$ cat src/rtl/ps2_host_tx.sv
// Host-to-device PS/2 transmitter: inhibits the bus, issues request-to-send, clocks out one
// command byte on device-generated clock falls and checks the device acknowledge.
module ps2_host_tx #(
    parameter int INHIBIT_CYCLES = 5000,
    parameter int TIMEOUT_CYCLES = 750000
) (
    input  logic       clk,
    input  logic       clrn,
    input  logic       ps2_clk,
    input  logic       ps2_data,
    output logic       ps2_clk_oe,
    output logic       ps2_data_oe,
    input  logic [7:0] tx_data,
    input  logic       tx_valid,
    output logic       tx_ready,
    output logic       busy,
    output logic       done,
    output logic       ack_ok,
    output logic       err
);

    localparam int CNT_MAX = (TIMEOUT_CYCLES > INHIBIT_CYCLES) ? TIMEOUT_CYCLES : INHIBIT_CYCLES;
    localparam int CW      = $clog2(CNT_MAX + 1);

    typedef enum logic [2:0] {IDLE, INHIBIT, SEND, ACK, WAIT_IDLE} state_t;

    state_t          state;
    logic [2:0]      clk_sync;
    logic [2:0]      data_sync;
    logic [CW-1:0]   cnt;
    logic [9:0]      shift;
    logic [3:0]      bit_idx;
    logic            fall;
    logic            timeout;
    logic            cnt_sat;

    assign fall    = clk_sync[2] & ~clk_sync[1];
    assign timeout = (cnt == CW'(TIMEOUT_CYCLES));
    assign cnt_sat = (cnt == CW'(CNT_MAX));
    assign busy    = ~tx_ready;

    // Idle bus level is high, so synchronisers reset to 1 to avoid a false fall after reset.
    always_ff @(posedge clk or posedge clrn) begin
        if (clrn) begin
            clk_sync  <= 3'b111;
            data_sync <= 3'b111;
        end else begin
            clk_sync  <= {clk_sync[1:0], ps2_clk};
            data_sync <= {data_sync[1:0], ps2_data};
        end
    end

    always_ff @(posedge clk or posedge clrn) begin
        if (clrn) begin
            state       <= IDLE;
            ps2_clk_oe  <= 1'b0;
            ps2_data_oe <= 1'b0;
            tx_ready    <= 1'b1;
            done        <= 1'b0;
            ack_ok      <= 1'b0;
            err         <= 1'b0;
            cnt         <= '0;
            shift       <= '0;
            bit_idx     <= '0;
        end else begin
            done <= 1'b0;
            if ((state == SEND || state == ACK || state == WAIT_IDLE) && timeout) begin
                ps2_clk_oe  <= 1'b0;
                ps2_data_oe <= 1'b0;
                err         <= 1'b1;
                ack_ok      <= 1'b0;
                done        <= 1'b1;
                tx_ready    <= 1'b1;
                state       <= IDLE;
            end else begin
                case (state)
                    IDLE: begin
                        if (tx_valid && tx_ready) begin
                            shift      <= {1'b1, ~^tx_data, tx_data};
                            ack_ok     <= 1'b0;
                            err        <= 1'b0;
                            cnt        <= '0;
                            ps2_clk_oe <= 1'b1;
                            tx_ready   <= 1'b0;
                            state      <= INHIBIT;
                        end
                    end
                    INHIBIT: begin
                        if (!cnt_sat) cnt <= cnt + CW'(1);
                        // Start bit appears on the last inhibit cycle, then the clock is released.
                        if (cnt >= CW'(INHIBIT_CYCLES - 1)) begin
                            ps2_clk_oe  <= 1'b0;
                            ps2_data_oe <= 1'b1;
                            cnt         <= '0;
                            bit_idx     <= '0;
                            state       <= SEND;
                        end else if (cnt == CW'(INHIBIT_CYCLES - 2)) begin
                            ps2_data_oe <= 1'b1;
                        end
                    end
                    SEND: begin
                        if (!cnt_sat) cnt <= cnt + CW'(1);
                        if (fall) begin
                            ps2_data_oe <= ~shift[bit_idx];
                            bit_idx     <= bit_idx + 4'd1;
                            if (bit_idx == 4'd9) state <= ACK;
                        end
                    end
                    ACK: begin
                        if (!cnt_sat) cnt <= cnt + CW'(1);
                        if (fall) begin
                            if (data_sync[1]) err <= 1'b1;
                            else              ack_ok <= 1'b1;
                            state <= WAIT_IDLE;
                        end
                    end
                    WAIT_IDLE: begin
                        if (!cnt_sat) cnt <= cnt + CW'(1);
                        if (clk_sync[2] && data_sync[2]) begin
                            done     <= 1'b1;
                            tx_ready <= 1'b1;
                            state    <= IDLE;
                        end
                    end
                    default: state <= IDLE;
                endcase
            end
        end
    end

endmodule
$ cat config.mk
export PLATFORM = sky130hd
export DESIGN_NAME = ps2_host_tx
export DESIGN_NICKNAME = d
export VERILOG_FILES = /design/src/rtl/ps2_host_tx.sv
export SDC_FILE = /design/constraint.sdc
export NUM_CORES = 1
export LEC_CHECK = 0
export CAP_MARGIN = 20
export CORE_MARGIN = 2
export CORE_UTILIZATION = 50
export DETAILED_ROUTE_END_ITERATION = 8
export PLACE_DENSITY = 0.7
export SYNTH_ARGS = -nofsm -noshare
export SYNTH_HDL_FRONTEND = slang
export SYNTH_SLANG_ARGS = --single-unit
$ cat constraint.sdc
create_clock -name clk -period 4.4 [get_ports clk]
set_clock_uncertainty 0.05 [all_clocks]
set_input_delay 0.44 -clock clk [delete_from_list [all_inputs] [get_ports clk]]
set_output_delay 0.44 -clock clk [all_outputs]
set_load 0.01 [all_outputs]
# After elaboration in Yosys (flattened, before gate mapping)
# Cells that the tools add are included.
# Widths: inputs -> output; s select.
dict set report word_totals {
  ff_bits 49
  out_inout_bits 7
  word_cells 104
}
dict set report classes {
  addsub 2
  order_cmp 2
  eq_ne 19
  n_mux 41
  n_bitwise 5
  n_reduce_logical 23
}
# op n
set op_table {}
lappend op_table {{$mux 20} 3}
lappend op_table {{$pmux 20 s3} 1}
lappend op_table {{$mux 3} 7}
lappend op_table {{$add 20x1->20 const B} 1}
lappend op_table {{$eq 20x13->1 const B} 1}
lappend op_table {{$eq 20x20->1 const B} 1}
lappend op_table {{$ge 20x13->1 const B} 1}
lappend op_table {{$mux 1} 20}
lappend op_table {{$pmux 3 s5} 1}
lappend op_table {{$reduce_and 3->1} 5}
lappend op_table {{$reduce_bool 3->1} 5}
lappend op_table {{$ne 3x2->1 const B} 4}
lappend op_table {{$reduce_and 4->1} 3}
lappend op_table {{$pmux 1 s2} 5}
lappend op_table {{$mux 4} 2}
lappend op_table {{$pmux 4 s2} 1}
lappend op_table {{$reduce_xnor 8->1} 1}
lappend op_table {{$eq 3x2->1 const B} 2}
lappend op_table {{$ne 2x2->1 const B} 3}
lappend op_table {{$ne 3x1->1 const B} 2}
lappend op_table {{$ne 3x3->1 const B} 2}
lappend op_table {{$reduce_and 6->1} 1}
lappend op_table {{$lt 4x5->1 const B} 1}
lappend op_table {{$add 4x1->4 const B} 1}
lappend op_table {{other kinds (12)} 18}

# Depth between registers and ports, before layout
dict set report depth {
  depth_word 6
  depth_mapped 7
}

# Least setup slack after synthesis
# No wires, ideal clock.
dict set report synth_path {
  kind {register to register}
  startpoint {register cnt[11]}
  endpoint {register cnt[17]}
  setup_time_ns 0.129
  arrival_ns 2.107
  setup_slack_ns 2.113
  path_stages_with_launch 7
  synth_period_minus_slack_ns 2.287
  path_cell_list {dfrtp_1 > or4_4 > or4_1 > buf_2 > o31ai_4 > nand2b_1 > o31ai_1}
}
dict set report synth_between {
  elab_chain_len 4
  word_cells_on_any_way 9
  cone_classes {add/sub (1); order compare (1); eq/ne (1); mux (3); bitwise (1); reduce/logical (2)}
}
# item line_no
set synth_rtl {}
lappend synth_rtl {{start, declared} 30} ;# logic [CW-1:0] cnt;
lappend synth_rtl {{start signal, assigned} 89} ;# if (!cnt_sat) cnt <= cnt + CW'(1);
lappend synth_rtl {{start signal, assigned} 102} ;# if (!cnt_sat) cnt <= cnt + CW'(1);
lappend synth_rtl {{start signal, assigned} 110} ;# if (!cnt_sat) cnt <= cnt + CW'(1);
lappend synth_rtl {{$add 20x1->20 / $eq 20x20->1 (equally long branches)} n/a}
lappend synth_rtl {{$mux 20 / $logic_and 1x1->1 (equally long branches)} n/a}
lappend synth_rtl {{$mux 20 / $not 1->1 (equally long branches)} n/a}
lappend synth_rtl {{$pmux 20 s3 / $reduce_and 3->1 (equally long branches)} n/a}
# Parallel ways exist; a longest one is shown, timed or not.
# A chain may end at the register's enable or synchronous reset.

# Worst setup path after layout
dict set report layout_path {
  startpoint {register state[2]}
  endpoint {register cnt[12]}
}
dict set report layout_between {
  elab_chain_len 6
  word_cells_on_any_way 14
  cone_classes {eq/ne (5); mux (1); bitwise (1); reduce/logical (7)}
}
# item line_no
set layout_rtl {}
lappend layout_rtl {{start, declared} 27} ;# state_t state;
lappend layout_rtl {{start signal, assigned} 55} ;# state <= IDLE;
lappend layout_rtl {{start signal, assigned} 74} ;# state <= IDLE;
lappend layout_rtl {{start signal, assigned} 85} ;# state <= INHIBIT;
lappend layout_rtl {{branches (longest 6 deep; another with $eq 3x2->1)} n/a}
# Parallel ways; which one is timed is not known.

==> flow_summary.yaml <==
logic_synthesis:
  synth-async-reset-ratio_pct: 100
  synthSimpleGateAreaFrac_pct: 21.2
  synthMuxAreaShare_pct: 6.19
  synth_top_family_by_area: "simple AND/OR/NAND/NOR gates"
  synth_cell_types: 61
  synth_top_area_cell: "dfrtp_1"
  synth_area_leaders: "dfrtp_1, dfstp_2, mux2_2, xnor2_1, nor2_1"
  synth_edf_count: 0
  syn_area_um2: 2830
  synth_seq_cells: 49
  seq_area_frac_synth_pct: 43.7
  synth_compound_area_share_pct: 17.7
  syn_nets: 307
  netlist.area_leader.share_pct: 37.2
  ys_warn_count: 0
  synthXorXnorAreaFrac_pct: 5.58
  syn_inst: 289
  synth_flop_cell: "dfrtp_1"
  synth_area_per_cell_um2: 9.78
  synthAdderAreaFrac_pct: 2.21
min_path:
  worst_hold_path_type: "reg -> reg"
  worstHoldStart: "data_sync[0]"
floorplanning:
  start_util_pct: 51.7
  ioPinCount: 20
  die_area_um2: 6270
  die_h_um: 79.2
  core_area_um2: 5470
  placementRows: 27
  chipWidth_um: 79.2
worst_setup_path:
  worstSetupPathType: "reg -> reg"
  start_kind: "flip-flop"
  worstSetupStartpoint: "state[2]"
  worstPathMaxFanout: 25
  critPathCaptureType: "flip-flop"
  reg2reg_from: "state[2]"
  cp.arrival_ns: 2.79
  cp.required_ns: 4.59
cells_and_area:
  fillers: 515
  diodes: 0
  stdcell_count: 375
  nets: 320
  synthToLayoutAreaGrowth_pct: 12.0
  layout_common_cells: "dfrtp_1, nor2_1, clkdlybuf4s50_1, nand2_1, nand3_1"
  final_common_cell: "dfrtp_1"
  final_layout_size_suffix_gt1_share_pct: 13.5
sta:
  timing.final.crit_share_pct: 59.2
  fin_crit_ns: 2.60
  fin_setup_tns_ns: 0
  max_slew_margin_pct: 48.9
  final-hold-violation-count: 0
  setup_violations: 0
  rsz0062_at_grt: "no"
  tightestPinTransition_ns: 0.767
  drv_slew: 0
  fmax_ghz: 0.384
place:
  hpwl_um: 4410
  routabilityCongestion: 0.874
  dp.cells: 365
  portBuffers: 19
job:
  max_cap_viol_count: 0
pwr:
  p_clk_share_pct: 19.0
  combPwrFrac_pct: 35.3
  netSwitchingPower_uw: 548
  power_density_nw_per_um2: 461
  p_sw_share_pct: 37.5
  peakVddDrop_v: 0.000234
  leakagePower_nw: 1.30
  seqPwrFrac_pct: 45.7
  fin_total_pwr_mw: 1.46
  intPower_uw: 911
clock_tree:
  root_buffer: "clkbuf_8"
  htree_levels: 2
  cts_sinks: 49
  cts_made_buffers: 5
  post_cts_buffers: 0
  cts_tree: "built"
  hold_buffers: 0
  cts_resized: 0
  worstSkewPairLatency_ns: 0.32
  cts_buffer_depth: 2
  clkSlewWorstSetupHoldPaths_ns: 0.11
outcome:
  status: "finished clean"
routing:
  drc_errors: 0
  wl_um: 6300
  drt_iter0_markers: 203
  vias: 2329
  ant_nets: 0
  wire_per_inst_um: 16.8
  dr.pass1.iters: 4
  viasPerCell: 6.21
grt:
  grt_usage_pct: 21.6
  gr-total-overflow: 0
  grt_pass1_vias: 2156
  antenna_found_initial: 0
  grt_max_degree: 50
  grt_pass1_wl_um: 10800
## worst max-delay path, cell delays in order (launching register included)
cell	delay [ns]
dfrtp_1	0.86
a2111o_1	0.33
nand2_1	0.21
or4_1	0.63
or2_2	0.30
a21oi_1	0.13
## cells by family (layout without fill, tap and decap cells)
| group | count (synthesis) | after routing |
|---|---|---|
| simple gates | 111 | 111 |
| flops | 49 | 49 |
| fa+ha+maj | 5 | 5 |
| compound gates | 66 | 66 |
| buf+inv | 25 | 39 |
| xor+xnor | 18 | 18 |
| mux | 15 | 15 |
## power groups by stage
stage,registers [mW],logic [mW],clock network (mW)
2_1_floorplan,0.627,0.389,0
3_3_place_gp,0.671,0.491,0
3_5_place_dp,0.675,0.500,0
4_1_cts,0.666,0.507,0.280
5_1_grt,0.684,0.571,0.299
6_report,0.667,0.515,0.277
## synth_stat cells, types with 3 or more instances
| cell type | count |
|---|---|
| and3_1 | 3 |
| clkbuf_1 | 13 |
| inv_1 | 10 |
| xnor2_1 | 12 |
| a21oi_1 | 13 |
| or2_2 | 4 |
| nand2b_1 | 6 |
| nand3_1 | 15 |
| xor2_1 | 6 |
| nor2_1 | 22 |
| a31oi_1 | 4 |
| mux2_2 | 10 |
| a22oi_1 | 3 |
| or4_1 | 3 |
| nand2_1 | 17 |
| o211ai_1 | 3 |
| dfrtp_1 | 42 |
| o21ai_0 | 10 |
| nor3_1 | 9 |
| nand4_1 | 13 |
| or3_1 | 3 |
| o31ai_1 | 5 |
| dfstp_2 | 7 |
| ha_1 | 5 |
| mux2i_1 | 4 |
## final timing paths
| check | to | slack, ns | cells after the start |
|---|---|---|---|
| max | cnt[12] | 1.80 | 5 |
| min | data_sync[1] | 0.30 | 0 |
| max reg2reg | cnt[12] | 1.80 | 5 |
| min reg2reg | data_sync[1] | 0.30 | 0 |
| max in group asynchronous | data_sync[2] | 3.45 | 3 |
| min in group asynchronous | ps2_data_oe | 0.31 | 2 |
## layer usage
layer	wire length, µm	share of wire (%)	global-route usage [%]	vias to the layer above
li1	-	-	-	1097
met3	239	3.8	3.64	8
met4	80	1.3	5.52	0
met1	3040	48	32.0	1169
met2	2940	47	33.1	55
met5	0	0	0	-
## registers in the layout, summed over array words and instances, names as in the netlist
name         flops
state            3
shift           10
clk_sync         3
tx_ready         1
ps2_clk_oe       1
ack_ok           1
data_sync        3
ps2_data_oe      1
bit_idx          4
err              1
cnt             20
done             1
## final cells by class
cell class,instances,area (µm²),share of cell area (%)
well taps,72,90.1,2.84
clock inverters,3,22.5,0.711
flip-flops and latches,49,1230,39.0
multi-input cells,215,1500,47.2
clock buffers,5,68.8,2.17
inverters,10,37.5,1.18
repair buffers,21,218,6.87
## metrics by stage
step	cell area, µm²	hold slack (ns)	worst slack, ns	util [%]
floorplan	2830	0.295	2.11	-
global placement	3050	0.297	1.60	55.7
detailed placement	3050	0.300	1.54	55.7
CTS	3140	0.308	1.48	57.4
global route	3170	0.301	1.62	57.9
finish	3170	0.302	1.80	57.9
Note: power is estimated with default switching activity, not from simulation.
==> edit 1 (same flow settings) <==
Change the parameter `INHIBIT_CYCLES` from 5000 to 10000.
--- a/src/rtl/ps2_host_tx.sv
+++ b/src/rtl/ps2_host_tx.sv
@@ -1,7 +1,7 @@
 // Host-to-device PS/2 transmitter: inhibits the bus, issues request-to-send, clocks out one
 // command byte on device-generated clock falls and checks the device acknowledge.
 module ps2_host_tx #(
-    parameter int INHIBIT_CYCLES = 5000,
+    parameter int INHIBIT_CYCLES = 10000,
     parameter int TIMEOUT_CYCLES = 750000
 ) (
     input  logic       clk,
Check against the original RTL: same outputs for any inputs over 10 cycles, from zero or initial values; that may be too few to reach the edited logic, so the function may still have changed.
==> edit 1 against the unedited design <==
- core utilization up 0.077 points
- critical path type unchanged
- routed wire length down 3.4%
- power up 9.5%
- sequential cell count unchanged
- sequential power down 1%
- clock power up 23%
- final area up 0.75%
- cell count unchanged
- first-iteration DRC count up 3.0%
- synthesized area up 0.58%
- worst setup slack better by 240 ps
==> edit 1: results (changes against the unedited design) <==
Clk buf depth: 2 (unchanged)
CTS resizes: 0 (unchanged)
Async SR Flop Fraction: 100.0% (unchanged)
DR vias: 2316 (-0.56%)
Clk slew on worst S/H paths: 100 ps
Status: finished, final reports clean
Leak: 1.249 nW (-3.7%)
Cell variety after synth: 58 (-4.9%)
Drt first pass iters: 4 (unchanged)
Clk_lat worst skew: 300 ps (-20 ps)
Vias in the first global route: 2130 (-1.2%)
Num CTS Buffers: 5 (unchanged)
Synth Area in Compound Gates: 15.97% (-1.8 points)
Global-route wire length before repair: 10.38 mm (-3.8%)
Worst Path Arrival: 2530 ps (-260 ps)
Sequential fraction of the synthesis area: 43.42% (-0.25 points)
Commonest cells in the netlist: dfrtp_1 (42), nor2_1 (22), nand2_1 (18)
Total global-route track usage: 20.93% (-0.70 points)
Post-synthesis adder-cell area fraction: 2.200% (-0.013 points)
Worst slew margin: 58.36% (+9.5 points)
Peak VDD IR: 236.6 uV (+1.3%)
Gpl congestion: 0.8824 (+1.0%)
Xor and xnor fraction of the mapped netlist area: 5.235% (-0.34 points)
Initial DRC count: 209 (+3.0%)
Hold Path Class: primary input to asynchronous set/reset pin
Layout fillers: 496 (-3.7%)
Final wirelength: 6.083 mm (-3.4%)
Slowest cell on crit path: dfrtp_1
Post-Syn Nets: 306 (-0.33%)
CP Max Fanout: 9 (-64%)
Layout cells sized above 1: 14.19% (+0.66 points)
Largest net degree at the start of global routing: 50 (unchanged)
Post-synthesis mux area share: 6.247% (+0.053 points)
Post-DP HPWL: 4.320 mm (-2.1%)
Core area: 5507 um^2 (+0.62%)
Critical Path Max Stage Delay: 440 ps (-420 ps)
# diodes: 0 (unchanged)
Area contributors post-synth: dfrtp_1 (37%), dfstp_2 (6.5%), xnor2_1 (4.9%)
==> edit 1: final cells by class <==
cell class,count,area [um^2],area share (%)
multi-input combinational,214,1484,46.49
sequential,49,1235,38.69
timing repair buffer,22,225.2,7.056
tap,72,90.09,2.822
clock buffer,6,82.58,2.587
clock inverter,2,37.54,1.176
inverter,10,37.54,1.176
==> edit 1: final timing paths <==
path	start	end	slack, ps	cells after the start
worst max-delay path	cnt[0]	tx_ready	2030	7
worst min-delay path	clrn	err	280	2
worst max register to register	cnt[0]	tx_ready	2030	7
worst min register to register	clk_sync[0]	clk_sync[1]	310	0
max in group asynchronous	clrn	tx_ready	3510	3
min in group clk	clk_sync[0]	clk_sync[1]	310	0
==> edit 1: report_power, final <==
group | internal [mW] | switching [mW] | total (mW)
clock network | 0.185 | 0.157 | 0.342
registers | 0.546 | 0.111 | 0.658
logic | 0.268 | 0.329 | 0.597
==> edit 1: logic make-up after synthesis <==
| family | after synthesis |
|---|---|
| muxes | 14 |
| xor gates and xnor gates | 17 |
| AOI/OAI and AO/OA | 66 |
| DFF | 49 |
| and+or+nand+nor | 112 |
| buffers and inverters | 25 |
| adders and majority gates | 5 |
==> edit 1: through the flow <==
stage	util [%]	worst slack (ps)	instance area, um^2	instances
final	57.96	2033	3192	375
after global routing	57.96	1880	3192	375
after CTS	57.60	2050	3172	374
after detailed placement	55.42	1934	3052	366
after global placement	55.42	1978	3052	366
after floorplan	-	2505	2844	288
==> edit 1: metal layers <==
| metal | part of all wire [%] | up-vias | track usage (%) |
|---|---|---|---|
| met5 | 0 | - | 0 |
| met4 | 0.99 | 0 | 5.862 |
| met3 | 5.4 | 5 | 3.846 |
| met2 | 48 | 66 | 31.43 |
| met1 | 46 | 1146 | 31.02 |
| li1 | - | 1099 | - |
==> edit 2 (config.mk and constraints unchanged) <==
Without the edit above. Re-encode `state_t` (5 states) as one-hot, 5 bits wide.
--- a/src/rtl/ps2_host_tx.sv
+++ b/src/rtl/ps2_host_tx.sv
@@ -22,7 +22,7 @@
     localparam int CNT_MAX = (TIMEOUT_CYCLES > INHIBIT_CYCLES) ? TIMEOUT_CYCLES : INHIBIT_CYCLES;
     localparam int CW      = $clog2(CNT_MAX + 1);
 
-    typedef enum logic [2:0] {IDLE, INHIBIT, SEND, ACK, WAIT_IDLE} state_t;
+    typedef enum logic [4:0] {IDLE = 5'b00001, INHIBIT = 5'b00010, SEND = 5'b00100, ACK = 5'b01000, WAIT_IDLE = 5'b10000} state_t;
 
     state_t          state;
     logic [2:0]      clk_sync;
Behaviour: same outputs for any inputs over 10 cycles, from zero or initial values; not proved beyond that.
==> edit 2 against the unedited design <==
- synthesized area increased by 0.80%
- final area increased by 0.99%
- sequential cell count is 2 higher
- die area rose by 0.76%
- worst setup slack gained 150 ps
- routed wire length decreased by 11%
- critical path type unchanged
Power is not compared: it rests on default switching activity, and its combinational part moved more than twofold at a synthesized area within 25%.
==> edit 2: results (changes against the unedited design) <==
Status: finished, final reports clean
Clk slew on worst S/H paths: 100 ps
CTS H-tree depth: 2 (unchanged)
Initial antenna violation count: 0 (unchanged)
Post-place setup slack: 1807 ps (+268.6 ps)
DR vias: 2110 (-9.4%)
Worst slew margin: 53.93% (+5.0 points)
Hold Path Class: primary input to asynchronous set/reset pin
Largest registers: cnt: 20 flops, shift: 10 flops, state: 5 flops
Layout fillers: 474 (-8.0%)
Global-route wire length before repair: 9.922 mm (-8.0%)
Leak: 1.357 nW
Sequential fraction of the synthesis area: 45.13% (+1.5 points)
Combinational share of power: 4.7%
Layout cells sized above 1: 15.44% (+1.9 points)
Commonest cells in the netlist: dfrtp_1 (43), nor2_1 (25), nand2_1 (22)
CTS resizes: 0 (unchanged)
Post-Syn Nets: 296 (-3.6%)
Async SR Flop Fraction: 100.0% (unchanged)
Warnings from Yosys: 0 (unchanged)
Critical Path Max Stage Delay: 600 ps (-260 ps)
Num CTS Buffers: 5 (unchanged)
Routing usage on met2: 30.59% (-2.5 points)
Met1 GRT Util: 29.22% (-2.8 points)
Largest net degree at the start of global routing: 52 (+4.0%)
Cell variety after synth: 56 (-8.2%)
R2r startpoint: state[0]
Root Buffer: clkbuf_8
Clk buf depth: 2 (unchanged)
# diodes: 0 (unchanged)
Drt first pass iters: 4 (unchanged)
Vias in the first global route: 2047 (-5.1%)
Port buffer count: 19 (unchanged)
Drt drc: 0 (unchanged)
Post-DP HPWL: 4.047 mm (-8.3%)
WL per Instance: 15.22 um (-9.3%)
Peak VDD IR: 149.5 uV
CP Max Fanout: 17 (-32%)
Net Sw Power: 0.1772 mW
Gpl congestion: 0.8641 (-1.1%)
RR Endpoint: ps2_clk_oe
Setup bufs post-CTS: 0 (unchanged)
Final #Nets: 315 (-1.6%)
Initial DRC count: 170 (-16%)
Worst Path Arrival: 2560 ps (-230 ps)
Dominant synthesized flop cell: dfrtp_1
Fin. max-slew vios: 0 (unchanged)
Worst r2r path cells: 5 (unchanged)
Clk_lat worst skew: 310 ps
Slowest cell on crit path: dfstp_2
R2r setup slk: 1940 ps (+150 ps)
Total global-route track usage: 19.95% (-1.7 points)
Routing usage on met3: 3.394% (-0.24 points)
CP top delay family: simple AND/OR/NAND/NOR gates
Area contributors post-synth: dfrtp_1 (38%), dfstp_2 (7.4%), xor2_1 (4.3%)
-- edit 2: cell types whose count changed after synthesis, sizes merged, moves of 5 or more --
cell,before,now
nor3,9,4
nand2,17,22
a21oi,13,5
o21ai,11,20
clkbuf,13,2
xor2,6,14
nor2,23,28
and3,3,8
-- edit 2: layout make-up --
| type | count | area [um^2] | share of cell area [%] |
|---|---|---|---|
| Tap cell | 72 | 90.09 | 2.816 |
| Clock inverter | 2 | 16.27 | 0.5084 |
| Clock buffer | 6 | 72.57 | 2.268 |
| Timing Repair Buffer | 20 | 210.2 | 6.570 |
| Sequential cell | 51 | 1286 | 40.20 |
| Multi-Input combinational cell | 210 | 1490 | 46.58 |
| Inverter | 9 | 33.78 | 1.056 |
-- edit 2: metrics by stage --
stage / hold slack (ps) / area (um^2) / std cells / power (mW) / util (%)
after floorplan: 295.2 / 2850 / 278 / 0.5021 / -
after global placement: 296.0 / 3090 / 361 / 0.5188 / 56.12
after detailed placement: 296.8 / 3090 / 361 / 0.5196 / 56.12
after CTS: 311.3 / 3179 / 369 / 0.7963 / 57.74
after global routing: 294.7 / 3199 / 370 / 0.8197 / 58.10
final: 288.7 / 3199 / 370 / 0.7840 / 58.10
-- edit 2: metal layers --
layer | share of wire [%] | vias to the layer above
met3 | 4.3 | 7
met5 | 0 | -
met1 | 49 | 1015
met4 | 1.3 | 0
li1 | - | 1034
met2 | 45 | 54
-- edit 2: how the worst max path moves through the flow --
stage	start	end	slack, ps	cells past startpoint
after CTS	state[0]	ps2_clk_oe	1900	5
after floorplan	cnt[0]	cnt[10]	2490	9
after global routing	state[0]	ps2_clk_oe	1730	5
after global placement	tx_valid	ps2_clk_oe	1890	5
after detailed placement	tx_valid	ps2_clk_oe	1810	5
final	state[0]	ps2_clk_oe	1940	5
-- edit 2: cell families after synthesis --
group / after synthesis / share of synthesized area [%]
buffers and inverters: 17 / 2.590
adders and majority gates: 5 / 2.195
xor gates and xnor gates: 22 / 6.760
DFF: 51 / 45.13
and+or+nand+nor: 121 / 25.37
muxes: 14 / 6.190
AOI/OAI and AO/OA: 48 / 11.76
-- edit 2: power by group through the flow --
| stage | clock (mW) | sequential [mW] | combinational, mW |
|---|---|---|---|
| CTS | 0.286 | 0.475 | 0.0358 |
| finish | 0.273 | 0.475 | 0.0368 |
| detailed placement | 0 | 0.484 | 0.0359 |
| floorplan | 0 | 0.483 | 0.0187 |
| global route | 0.303 | 0.475 | 0.0419 |
| global placement | 0 | 0.483 | 0.0353 |
